### config.mk
export PLATFORM = sky130hd
export DESIGN_NAME = map_tile_server
export DESIGN_NICKNAME = d
export VERILOG_FILES = /design/src/rtl/map_tile_server.sv
export SDC_FILE = /design/constraint.sdc
export NUM_CORES = 2
export LEC_CHECK = 0
export BUFFER_PORTS_ARGS = -buffer_cell sky130_fd_sc_hd__buf_4
export CAP_MARGIN = 20
export CORE_MARGIN = 2
export CORE_UTILIZATION = 47
export CTS_BUF_LIST = sky130_fd_sc_hd__clkbuf_4
export DETAILED_ROUTE_END_ITERATION = 12
export HOLD_SLACK_MARGIN = 0.03
export PLACE_DENSITY = 0.7
export SKIP_LAST_GASP = 1
export SLEW_MARGIN = 25
export SYNTH_ARGS = -nofsm -noshare
export SYNTH_HDL_FRONTEND = slang
export SYNTH_SLANG_ARGS = --single-unit
### constraint.sdc
create_clock -name clock -period 19.94 [get_ports clock]
set_input_delay 3.988 -clock clock [delete_from_list [all_inputs] [get_ports clock]]
set_output_delay 3.988 -clock clock [all_outputs]
set_load 0.01 [all_outputs]
### src/rtl/map_tile_server.sv
// map_tile_server: tile map store for a maze game. On reset the map is
// rebuilt one tile per cycle (walls on the border, big blobs near the four
// corners, small dots elsewhere). After that, single-outstanding read and
// write requests are served. The server keeps a running count of tiles that
// still hold a pellet (big blob or small dot).
module map_tile_server #(
  parameter int MAP_W = 21,
  parameter int MAP_H = 21
) (
  input  logic       clock,
  input  logic       reset,
  input  logic       req_valid,
  output logic       req_ready,
  input  logic       readwrite,
  input  logic [4:0] map_x,
  input  logic [4:0] map_y,
  input  logic [2:0] wr_data,
  output logic [2:0] rd_data,
  output logic       rd_valid,
  output logic       wr_done,
  output logic       init_done,
  output logic [9:0] pellet_count,
  output logic       all_eaten
);

  localparam int DEPTH  = MAP_W * MAP_H;
  localparam int ADDR_W = (DEPTH > 1) ? $clog2(DEPTH) : 1;

  localparam logic [2:0] CODE_BLOB = 3'b001;
  localparam logic [2:0] CODE_DOT  = 3'b010;
  localparam logic [2:0] CODE_WALL = 3'b011;

  localparam logic [9:0]        COUNT_MAX = 10'd1023;
  localparam logic [ADDR_W-1:0] ADDR_ZERO = ADDR_W'(0);
  localparam logic [ADDR_W-1:0] ADDR_ONE  = ADDR_W'(1);
  localparam logic [ADDR_W-1:0] ADDR_LAST = ADDR_W'(DEPTH - 1);
  localparam logic [4:0]        X_LAST    = 5'(MAP_W - 1);
  localparam logic [4:0]        Y_LAST    = 5'(MAP_H - 1);
  localparam logic [4:0]        X_INNER   = 5'(MAP_W - 2);
  localparam logic [4:0]        Y_INNER   = 5'(MAP_H - 2);

  typedef enum logic [2:0] {
    S_INIT      = 3'd0,
    S_IDLE      = 3'd1,
    S_READ      = 3'd2,
    S_WR_CHECK  = 3'd3,
    S_WR_COMMIT = 3'd4
  } state_t;

  // Big blobs and small dots are the only codes that count as pellets.
  function automatic logic is_pellet(input logic [2:0] code);
    return (code == CODE_BLOB) || (code == CODE_DOT);
  endfunction

  // Saturating pellet counter steps.
  function automatic logic [9:0] count_inc(input logic [9:0] cnt);
    return (cnt == COUNT_MAX) ? cnt : cnt + 10'd1;
  endfunction

  function automatic logic [9:0] count_dec(input logic [9:0] cnt);
    return (cnt == 10'd0) ? cnt : cnt - 10'd1;
  endfunction

  logic [2:0]        mem [0:DEPTH-1];
  state_t            state_r;
  logic [ADDR_W-1:0] init_addr_r;
  logic [4:0]        init_x_r;
  logic [4:0]        init_y_r;
  logic [ADDR_W-1:0] addr_r;
  logic              oor_r;
  logic [2:0]        wr_data_r;
  logic [2:0]        ram_q_r;
  logic              read_pend_r;
  logic              req_ready_r;
  logic              rd_valid_r;
  logic              wr_done_r;
  logic              init_done_r;
  logic [2:0]        rd_data_r;
  logic [9:0]        pellet_count_r;

  logic              req_oor_s;
  logic [ADDR_W-1:0] req_addr_s;
  logic [2:0]        init_code_s;
  logic              commit_ok_s;
  logic [9:0]        count_next_s;
  logic              we_s;
  logic [ADDR_W-1:0] waddr_s;
  logic [2:0]        wdata_s;

  // Decode the incoming coordinates; out-of-range requests use address 0.
  always_comb begin
    req_oor_s  = ({1'b0, map_x} >= 6'(MAP_W)) || ({1'b0, map_y} >= 6'(MAP_H));
    req_addr_s = ADDR_ZERO;
    if (req_oor_s) begin
      req_addr_s = ADDR_ZERO;
    end else begin
      req_addr_s = ADDR_W'(map_y) * ADDR_W'(MAP_W) + ADDR_W'(map_x);
    end
  end

  // Initial sprite for the tile currently being initialised.
  always_comb begin
    init_code_s = CODE_DOT;
    if (init_x_r == 5'd0 || init_x_r == X_LAST || init_y_r == 5'd0 || init_y_r == Y_LAST) begin
      init_code_s = CODE_WALL;
    end else if ((init_x_r == 5'd1 || init_x_r == X_INNER) &&
                 (init_y_r == 5'd1 || init_y_r == Y_INNER)) begin
      init_code_s = CODE_BLOB;
    end else begin
      init_code_s = CODE_DOT;
    end
  end

  // A write lands only on an in-range tile that is not a wall; count follows the pellet transition.
  always_comb begin
    commit_ok_s  = !oor_r && (ram_q_r != CODE_WALL);
    count_next_s = pellet_count_r;
    if (!commit_ok_s) begin
      count_next_s = pellet_count_r;
    end else if (is_pellet(ram_q_r) && !is_pellet(wr_data_r)) begin
      count_next_s = count_dec(pellet_count_r);
    end else if (!is_pellet(ram_q_r) && is_pellet(wr_data_r)) begin
      count_next_s = count_inc(pellet_count_r);
    end else begin
      count_next_s = pellet_count_r;
    end
  end

  // Single RAM write port shared by initialisation and write commits.
  always_comb begin
    we_s    = 1'b0;
    waddr_s = init_addr_r;
    wdata_s = init_code_s;
    if (reset) begin
      we_s = 1'b0;
    end else if (state_r == S_INIT) begin
      we_s = 1'b1;
    end else if (state_r == S_WR_COMMIT && commit_ok_s) begin
      we_s    = 1'b1;
      waddr_s = addr_r;
      wdata_s = wr_data_r;
    end else begin
      we_s = 1'b0;
    end
  end

  // Tile RAM with a registered read of the captured request address.
  always_ff @(posedge clock) begin
    if (we_s) begin
      mem[waddr_s] <= wdata_s;
    end
    ram_q_r <= mem[addr_r];
  end

  // Control FSM: init sweep, request acceptance, read return and write commit.
  always_ff @(posedge clock) begin
    if (reset) begin
      state_r        <= S_INIT;
      init_addr_r    <= ADDR_ZERO;
      init_x_r       <= 5'd0;
      init_y_r       <= 5'd0;
      addr_r         <= ADDR_ZERO;
      oor_r          <= 1'b0;
      wr_data_r      <= 3'b000;
      read_pend_r    <= 1'b0;
      req_ready_r    <= 1'b0;
      rd_valid_r     <= 1'b0;
      wr_done_r      <= 1'b0;
      init_done_r    <= 1'b0;
      rd_data_r      <= 3'b000;
      pellet_count_r <= 10'd0;
    end else begin
      rd_valid_r <= 1'b0;
      wr_done_r  <= 1'b0;
      // The read data fetched by S_READ is returned one cycle later, overlapping the next request.
      if (read_pend_r) begin
        rd_data_r   <= oor_r ? CODE_WALL : ram_q_r;
        rd_valid_r  <= 1'b1;
        read_pend_r <= 1'b0;
      end
      case (state_r)
        S_INIT: begin
          if (is_pellet(init_code_s)) begin
            pellet_count_r <= count_inc(pellet_count_r);
          end
          if (init_addr_r == ADDR_LAST) begin
            state_r     <= S_IDLE;
            init_done_r <= 1'b1;
            req_ready_r <= 1'b1;
          end else begin
            init_addr_r <= init_addr_r + ADDR_ONE;
            if (init_x_r == X_LAST) begin
              init_x_r <= 5'd0;
              init_y_r <= init_y_r + 5'd1;
            end else begin
              init_x_r <= init_x_r + 5'd1;
            end
          end
        end
        S_IDLE: begin
          if (req_valid) begin
            addr_r      <= req_addr_s;
            oor_r       <= req_oor_s;
            wr_data_r   <= wr_data;
            req_ready_r <= 1'b0;
            state_r     <= readwrite ? S_WR_CHECK : S_READ;
          end
        end
        S_READ: begin
          read_pend_r <= 1'b1;
          req_ready_r <= 1'b1;
          state_r     <= S_IDLE;
        end
        S_WR_CHECK: begin
          state_r <= S_WR_COMMIT;
        end
        S_WR_COMMIT: begin
          pellet_count_r <= count_next_s;
          wr_done_r      <= 1'b1;
          req_ready_r    <= 1'b1;
          state_r        <= S_IDLE;
        end
        default: begin
          state_r     <= S_INIT;
          init_addr_r <= ADDR_ZERO;
          init_x_r    <= 5'd0;
          init_y_r    <= 5'd0;
          req_ready_r <= 1'b0;
          init_done_r <= 1'b0;
        end
      endcase
    end
  end

  assign req_ready    = req_ready_r;
  assign rd_valid     = rd_valid_r;
  assign wr_done      = wr_done_r;
  assign init_done    = init_done_r;
  assign rd_data      = rd_data_r;
  assign pellet_count = pellet_count_r;
  assign all_eaten    = init_done_r && (pellet_count_r == 10'd0);

endmodule

==> impl_metrics.ini <==
[run_status]
outcome = finished clean

[timing]
fmax_ghz = 0.147
finalCritPeriodShare_pct = 34.2
clock_skew_ps = 133
fin_crit_ps = 6820
setup_violations = 0
rsz0062_at_grt = false
setup_tns_ps = 0
finalHoldWorstSlack_ps = 480
worst-slew-pin-transition_ps = 1140
finalMaxSlewViolations = 0
maxSlewHeadroom_pct = 23.2
final_hold_viol_count = 0

[clocking]
cts_tree = built
cts_sinks = 1379
root_buffer = clkbuf_4
numCtsBuffers = 354
clock_latency_ps = 1220
path_clk_slew_ps = 60
cts_hold_buf = 0
ctsResizeCount = 0
post-cts-setup-buffers = 0
h-tree-depth = 5
clk_path_buf_depth = 4

[drt]
drtPass1Iterations = 5
ant_nets = 0
remaining_drc_errors = 0
finalWirelength_mm = 138
vias_per_cell = 5.96
wl_per_cell_um = 26.1
vias = 31500
drtIter0Drc = 3982

[die]
start_util_pct = 47.4
die_x_um = 352
die_h_um = 352
core_area_um2 = 120000
die-area_um2 = 124000
fp-row-count = 127
ios = 35

[worst_setup_path]
worstReg2RegStart = addr_r[0]
slowest_delay_ps = 600
worstPathMaxFanout = 10
rrSetupSlack_ps = 15150
crit_slowest_cell = or4_4
cp.arrival_ps = 2830
path_class = reg -> out
reg2reg_depth = 8
r2r_end = ram_q_r[2]
critPathCaptureType = primary output
cp-start-kind = flip-flop
cp_cell_sequence = or4_4 -> nor4_2 -> and2_1 -> buf_4
worst_ep_required_time_ps = 15950

[global_routing]
grt_pass1_wl_mm = 203
grt_start_max_net_pins = 257
grt_usage_pct = 22.4
overflow = 0
grt_pass1_vias = 32100
grt_antenna_before_repair = 4

[placement]
gp_congestion = 0.834
port_buffers = 34
dp_hpwl_mm = 79.3

[synthesis]
ys_types = 84
syn_inst = 3178
syn-num-nets = 3235
yosysSeqAreaShare_pct = 71.8
async_flop_share_pct = 0
synth_flop_cell = edfxtp_1
ys_ff_latch = 1379
synth.avg_cell_area_um2 = 17.9
synth-edff-count = 1323
netlist_area_um2 = 56900
synth_warnings = 0

[final_layout]
fin_nets = 3484
drive_above_1_share_pct = 26.3
fill_cells = 9536
area_delta_synth_final_pct = 10.1

[worst_hold_path]
min_from = rd_data[2]
min_path_type = reg -> reg
holdPathStages = 2
hold_end = rd_data[2]

[power_and_ir_drop]
leakagePower_nw = 21.3
p_per_area_nw_per_um2 = 87.5
vdd_drop_max_mv = 0.0501

[run]
max_cap_viol_count = 0
==> sequential cells by signal (all words and copies together), names as in the netlist <==
name,flops
addr_r,9
init_addr_r,9
init_done,1
init_x_r,5
init_y_r,5
mem,1323
oor_r,1
pellet_count,10
ram_q_r,3
rd_data,3
rd_valid,1
read_pend_r,1
req_ready,1
state_r,3
wr_data_r,3
wr_done,1
==> metal layers <==
layer / vias to the layer above / wire length, um / GRT usage [%]
li1: 13400 / - / -
met1: 16000 / 53700 / 30.0
met2: 1808 / 66000 / 35.5
met3: 280 / 14300 / 6.02
met4: 0 / 3950 / 8.28
met5: - / 0 / 0
==> cells in the mapped netlist (all sizes together) (7+ instances only) <==
library cell	number	share of area, %
or2	7	0.077
a22oi	91	1.2
inv	29	0.19
nor3	21	0.18
and2	14	0.15
nor2b	15	0.16
nand2b	16	0.18
a31oi	9	0.099
nand3	52	0.46
nand4	14	0.15
a2111oi	9	0.17
o21ai	30	0.29
a211oi	7	0.092
ha	36	0.79
a221oi	9	0.14
nor2	528	3.5
nand3b	7	0.092
nor4	7	0.088
edfxtp	1323	70
dfxtp	56	2.0
xnor2	14	0.22
buf	137	2.0
o22ai	19	0.21
and4	8	0.13
nand2	111	0.78
or3	9	0.099
a22o	8	0.12
o221ai	13	0.23
a21oi	59	0.52
xor2	12	0.18
clkbuf	66	0.62
mux4	321	13
mux2i	49	0.86
==> where the power goes <==
part,internal [mW],switching (mW),leakage (nW),total (mW)
combinational,0.0194,0.0371,4.40,0.0565
sequential,3.12,0.00234,14.4,3.13
clock,1.19,1.10,2.54,2.29
total,4.33,1.14,21.3,5.48
==> cell usage in the layout, fill, tap and decap left out, types with 7 or more instances in the layout <==
cell      netlist  routed
or2_2           7       7
nor2_1        527     526
mux2i_1        49      49
o221ai_1       10      10
a21oi_1        59      59
a211oi_1        7       7
nand2_1       101      95
o22ai_1        19      19
clkinv_2        0      19
nand2_2        10      16
buf_4          13      86
mux4_2        280     280
a221oi_1        9       9
nor3_1         21      21
a31oi_1         9       8
and2_1         12      10
xor2_1         12      12
o21ai_1         9       7
nand3b_1        7       7
nand3_1        52      52
mux4_1         41      41
dfxtp_1        56      52
a22o_1          8       8
clkinv_1        1      73
nand2b_1       16      16
xnor2_1        14      14
a22oi_1        91      91
inv_1          29      28
edfxtp_1     1323    1323
nor2b_1        15      13
or3_1           9       9
clkbuf_4        2     493
nand4_1        14      14
ha_1           36      36
o21ai_0        19      19
==> worst max-delay path by stage <==
stage                          from     endpoint  slack [ps]
finish              pellet_count[2]    all_eaten       13120
global route        pellet_count[2]    all_eaten       12950
CTS                 pellet_count[2]    all_eaten       13000
detailed placement            reset  mem[381][0]       11870
global placement              reset  mem[427][0]       11840
floorplan                     reset    mem[0][1]         180
==> through the flow <==
stage	cell area (um^2)	instances	power, mW	worst slack [ps]	util, %
4_1_cts	62500	5277	5.52	13000	52.1
6_report	62600	5281	5.48	13120	52.2
2_1_floorplan	56900	3178	3.22	176	-
3_3_place_gp	58300	4680	3.24	11840	48.6
5_1_grt	62600	5281	5.68	12950	52.2
3_5_place_dp	58300	4680	3.24	11870	48.6
==> kinds of logic (layout without fill, tap and decap cells) <==
group | after synthesis | after routing | share of synthesized area, %
multiplexers | 376 | 376 | 14.0
flip-flops | 1379 | 1379 | 71.8
buffers and inverters | 234 | 724 | 2.81
AND/OR/NAND/NOR | 831 | 831 | 6.36
other | 0 | 1 | 0
AO/OA/AOI/OAI | 292 | 292 | 3.71
XOR/XNOR | 26 | 26 | 0.400
adder cells (fa/ha/maj) | 40 | 40 | 0.933
==> worst max-delay path, delay by kind of cell, from the launching register on <==
| family | cells | cell delay (ps) |
|---|---|---|
| buffers and inverters | 1 | 110 |
| flip-flops | 1 | 400 |
| AND/OR/NAND/NOR | 3 | 1140 |
==> cell type report <==
cell class	instances	area, um^2	area share (%)
clock inverters	104	536	0.855
diodes	1	2.50	0.00400
clock buffers	493	3700	5.91
multi-input cells	1565	14500	23.2
inverters	30	113	0.180
repair buffers	97	862	1.38
flip-flops and latches	1379	40900	65.3
well taps	1612	2020	3.22
Power figures use the tool's default switching activity.
